File: src/rtl/alu_issue_queue.sv
// Issue queue feeding an external 8-bit combinational ALU; registers and hands off results.
// Optional result counter enabled by defining ALU_ISSUE_STATS_EN.
module alu_issue_queue #(
  parameter int WIDTH = 8,
  parameter int DEPTH = 4
) (
  input  logic                     clk,
  input  logic                     rst,
  input  logic                     in_valid,
  output logic                     in_ready,
  input  logic [WIDTH-1:0]         in_a,
  input  logic [WIDTH-1:0]         in_b,
  input  logic [2:0]               in_sel,
  output logic [WIDTH-1:0]         alu_a,
  output logic [WIDTH-1:0]         alu_b,
  output logic [2:0]               alu_sel,
  input  logic [WIDTH-1:0]         alu_out,
  output logic                     res_valid,
  input  logic                     res_ready,
  output logic [WIDTH-1:0]         res_data,
  output logic [2:0]               res_sel,
  output logic [$clog2(DEPTH):0]   fifo_count,
  output logic [15:0]              op_count
);

  localparam int AW = $clog2(DEPTH);
  localparam int CW = AW + 1;

  typedef enum logic [1:0] {
    IDLE = 2'd0,
    EXEC = 2'd1,
    HOLD = 2'd2
  } state_t;

  state_t           state_q, state_d;
  logic [WIDTH-1:0] a_mem_q [DEPTH];
  logic [WIDTH-1:0] b_mem_q [DEPTH];
  logic [2:0]       s_mem_q [DEPTH];
  logic [AW-1:0]    wr_ptr_q, rd_ptr_q;
  logic [CW-1:0]    count_q, count_d;
  logic             res_valid_q;
  logic [WIDTH-1:0] res_data_q;
  logic [2:0]       res_sel_q;
  logic             push, pop, exec;

  assign exec     = (state_q == EXEC);
  assign in_ready = (count_q != CW'(DEPTH));
  assign push     = in_valid & in_ready;
  assign pop      = exec;

  // Occupancy: a push and a pop in the same cycle cancel out.
  always_comb begin
    count_d = count_q;
    if (push && !pop) count_d = count_q + CW'(1);
    if (pop && !push) count_d = count_q - CW'(1);
  end

  // Packet storage; contents need no reset since the count gates reads.
  always_ff @(posedge clk) begin
    if (push) begin
      a_mem_q[wr_ptr_q] <= in_a;
      b_mem_q[wr_ptr_q] <= in_b;
      s_mem_q[wr_ptr_q] <= in_sel;
    end
  end

  // Pointers wrap naturally because DEPTH is a power of two.
  always_ff @(posedge clk) begin
    if (rst) begin
      wr_ptr_q <= '0;
      rd_ptr_q <= '0;
      count_q  <= '0;
    end else begin
      if (push) wr_ptr_q <= wr_ptr_q + AW'(1);
      if (pop)  rd_ptr_q <= rd_ptr_q + AW'(1);
      count_q <= count_d;
    end
  end

  // Sequencer next state: only registered occupancy is visible here.
  always_comb begin
    state_d = state_q;
    unique case (state_q)
      IDLE: if (count_q != '0) state_d = EXEC;
      EXEC: state_d = HOLD;
      HOLD: begin
        if (res_ready) state_d = (count_q != '0) ? EXEC : IDLE;
      end
      default: state_d = IDLE;
    endcase
  end

  // Sequencer state register.
  always_ff @(posedge clk) begin
    if (rst) state_q <= IDLE;
    else     state_q <= state_d;
  end

  // Result register captures the ALU output at the end of EXEC.
  always_ff @(posedge clk) begin
    if (rst) begin
      res_valid_q <= 1'b0;
      res_data_q  <= '0;
      res_sel_q   <= '0;
    end else if (exec) begin
      res_valid_q <= 1'b1;
      res_data_q  <= alu_out;
      res_sel_q   <= s_mem_q[rd_ptr_q];
    end else if (res_valid_q && res_ready) begin
      res_valid_q <= 1'b0;
    end
  end

  assign alu_a      = exec ? a_mem_q[rd_ptr_q] : '0;
  assign alu_b      = exec ? b_mem_q[rd_ptr_q] : '0;
  assign alu_sel    = exec ? s_mem_q[rd_ptr_q] : '0;
  assign res_valid  = res_valid_q;
  assign res_data   = res_data_q;
  assign res_sel    = res_sel_q;
  assign fifo_count = count_q;

`ifdef ALU_ISSUE_STATS_EN
  logic [15:0] op_cnt_q;

  // Saturating count of delivered results.
  always_ff @(posedge clk) begin
    if (rst) op_cnt_q <= '0;
    else if (res_valid_q && res_ready && op_cnt_q != 16'hFFFF)
      op_cnt_q <= op_cnt_q + 16'd1;
  end

  assign op_count = op_cnt_q;
`else
  assign op_count = 16'h0000;
`endif

endmodule
File: config.mk
export PLATFORM = sky130hd
export DESIGN_NAME = alu_issue_queue
export DESIGN_NICKNAME = d
export VERILOG_FILES = /design/src/rtl/alu_issue_queue.sv
export SDC_FILE = /design/constraint.sdc
export NUM_CORES = 1
export LEC_CHECK = 0
export ABC_AREA = 1
export CAP_MARGIN = 25
export CELL_PAD_IN_SITES_DETAIL_PLACEMENT = 0
export CELL_PAD_IN_SITES_GLOBAL_PLACEMENT = 1
export CORE_MARGIN = 3
export CORE_UTILIZATION = 36
export DETAILED_ROUTE_END_ITERATION = 16
export PLACE_DENSITY_LB_ADDON = 0.3
export SLEW_MARGIN = 10
export SYNTH_ARGS = -nofsm -noshare
export SYNTH_HDL_FRONTEND = slang
export SYNTH_SLANG_ARGS = --single-unit
File: constraint.sdc
create_clock -name clk -period 1.6 [get_ports clk]
set_input_delay 0.32 -clock clk [delete_from_list [all_inputs] [get_ports clk]]
set_output_delay 0.32 -clock clk [all_outputs]
set_load 0.02 [all_outputs]
==> metrics.cfg <==
[die]
fp-row-count=38
core_area_sq_um=10900
initial_core_util=0.371
die-area_sq_um=12500
ios=82
die_y_um=112
die_width_um=112

[detailed_routing]
drt_iter0_drc=96
wire_per_inst_um=13.5
viasPerCell=4.42
vias=2666
drtAntennaViolNets=0
drtPass1Iterations=4
route.detailed.drc=0
wl_um=8160

[critical_path]
required_ps=1280
cp_max_fo=18
setup.worst_path.class=reg -> out
slowest_stage=dfxtp_4
max_stage_delay_ps=410
worstPathArrival_ps=1480
critical_path.most_common_cell=nor2_1
crit_path_cell_trace=buf_12 > nor2_1 > nor2_1 > o21ai_1 > a21oi_1 > buf_4
cp-end-kind=primary output
startpoint_type=register

[clock_tree]
cts_buffer_depth=2
clk_root_buffer_cell=clkbuf_8
cts.sinks=99
htreeDepth=3
clock_latency_ps=360
cts_tree=done
cts.reportedPaths.clkPinSlew_ps=90
cts_buffers=9

[finish]
utilization=0.494
layout-drive-gt1-share=0.229
n_antenna_cell=0
finalNonFillerCells=603
syn_to_final_growth_pct=33.3
fin_nets=495

[global_route]
grt_pass1_vias=2629
gr-total-overflow=0
grt_start_max_net_pins=21
antenna_found_initial=0
grt_usage=0.137
grt_pass1_wl_um=13300

[logic_synthesis]
synth_fa_ha_area_frac=0.0204
synth-compound-area-share=0.0917
synth_mux_area_frac=0
synth_area_sq_um=4040
synth_top_family_by_area=simple AND/OR/NAND/NOR gates
ys_warn_count=0
syn_avg_cell_area_sq_um=10.9
ys_types=22
synthXorXnorAreaFrac=0
synthSimpleGateAreaFrac=0.124
yosysSeqAreaShare=0.679
synth-seq-cells=99
synthCells=372

[placement]
place_inst=586
dp_hpwl_um=5510
gp_congestion=0.714
port_buffers=65

[timing]
period_share=1.13
setup_viol=19
worst_slack_ps=-201
maxSlewViolCount=0
hold_violations=0
finalSetupTns_ps=-2960
period_needed_ps=1800
hold-worst-slack_ps=455
fmax_ghz=0.555
rsz0062_at_grt=true
fin_skew_ps=10.8

[pwr]
p_int_w=0.00518
power.leakage_nw=2.11
clock_power_share=0.198
p_sw_frac=0.345
ir_drop_mv=0.580
power_frac_seq=0.422
p_total_w=0.00791
power_density_nw_per_um2=1470
power_frac_comb=0.380
p_switching_w=0.00273

[worst_hold_path]
hold_class=reg -> reg

[run_status]
violations=setup timing
outcome=complete, but fails checks

[job]
drv_cap=0

## logic make-up after synthesis
| kind of cell | Yosys count |
|---|---|
| flip-flops | 99 |
| buffers and inverters | 66 |
| other | 1 |
| AO/OA/AOI/OAI | 73 |
| AND/OR/NAND/NOR | 127 |
| adder cells (fa/ha/maj) | 6 |
## through the flow
stage	setup WS [ps]	cell area, sq um
2_1_floorplan	-45.9	4150
3_3_place_gp	-369	5110
3_5_place_dp	-407	5110
4_1_cts	-226	5300
5_1_grt	-313	5380
6_report	-201	5380
## critical path, delay by kind of cell, from the launching register on
family | cells | cell delay (ps)
flops | 1 | 410
buf+inv | 2 | 330
compound gates | 2 | 250
simple gates | 2 | 140
## synth_stat cells
library cell	count	area share
buf_2	7	0.0087
edfxtp_1	76	0.56
fa_1	1	0.0050
a21oi_1	25	0.031
nand3_1	8	0.0099
o21ai_0	26	0.032
dfxtp_1	23	0.11
buf_6	3	0.0084
inv_1	32	0.030
buf_4	16	0.030
nor2_1	88	0.082
clkbuf_1	3	0.0028
ha_1	5	0.015
o21ai_1	20	0.025
inv_2	3	0.0028
nor2_4	1	0.0028
conb_1	1	0.00093
nand2_2	1	0.0015
nand2_1	27	0.025
nor3_1	2	0.0025
o31ai_1	2	0.0037
clkbuf_2	2	0.0025
## routing by layer
| layer | global-route usage | share of wire | up-vias |
|---|---|---|---|
| li1 | - | - | 1378 |
| met4 | 0.0529 | 0.015 | 0 |
| met5 | 0 | 0 | - |
| met1 | 0.175 | 0.44 | 1235 |
| met3 | 0.0293 | 0.031 | 10 |
| met2 | 0.229 | 0.51 | 43 |
## path summary, 6_finish.rpt
kind / slack [ps] / depth (start not counted) / start / end
max: -200 / 6 / register / alu_b[0]
min: 450 / 2 / res_valid / res_valid
max reg2reg: 20 / 10 / state_q[0] / fifo_count[2]
min reg2reg: 450 / 2 / res_valid / res_valid
## area by class of cell
class | instances | area, sq um
clock buffers | 11 | 131
inverters | 35 | 139
multi-input cells | 222 | 1140
fillers | 983 | 5500
clock inverters | 5 | 61.3
flip-flops and latches | 99 | 2760
repair buffers | 91 | 975
well taps | 140 | 175
## power groups by stage
stage	combinational [W]	sequential (W)	clock, W
after global routing	0.00332	0.00337	0.00174
after CTS	0.00294	0.00333	0.00161
after detailed placement	0.00297	0.00338	0
final	0.00301	0.00334	0.00157
after global placement	0.00294	0.00337	0
after floorplan	0.00148	0.00352	0
## what timing repair did
item,4_1_cts,5_1_grt
cloned,0,0
setup buffers,1,1
hold buffers,0,0
gates resized for setup,141,30
endpoints found under the setup margin,36,20
pin swaps,3,9
hold endpoints to repair,0,0
## registers in the layout (all words and copies together), names as in the netlist, named ones only
register,cells
a_mem_q,32
b_mem_q,32
fifo_count,3
rd_ptr_q,2
res_data,8
res_sel,3
res_valid,1
s_mem_q,12
state_q,2
wr_ptr_q,2
## placed cells by master (no fill, tap or decap), types with 5 or more instances in the layout
cell type	synthesis	layout
clkbuf_8	0	9
buf_6	3	9
dlygate4sd2_1	0	16
nand2_1	27	22
inv_1	32	25
buf_4	16	23
nor2_2	0	8
nor2_1	88	78
buf_12	0	13
nand3_1	8	6
inv_2	3	7
clkdlybuf4s50_1	0	30
o21ai_1	20	26
edfxtp_1	76	76
a21oi_1	25	20
dfxtp_1	23	17
nand2_2	1	5
o21ai_0	26	15
conb_1	1	16
a21oi_2	0	5
No activity file was read; power rests on OpenSTA's default activity.
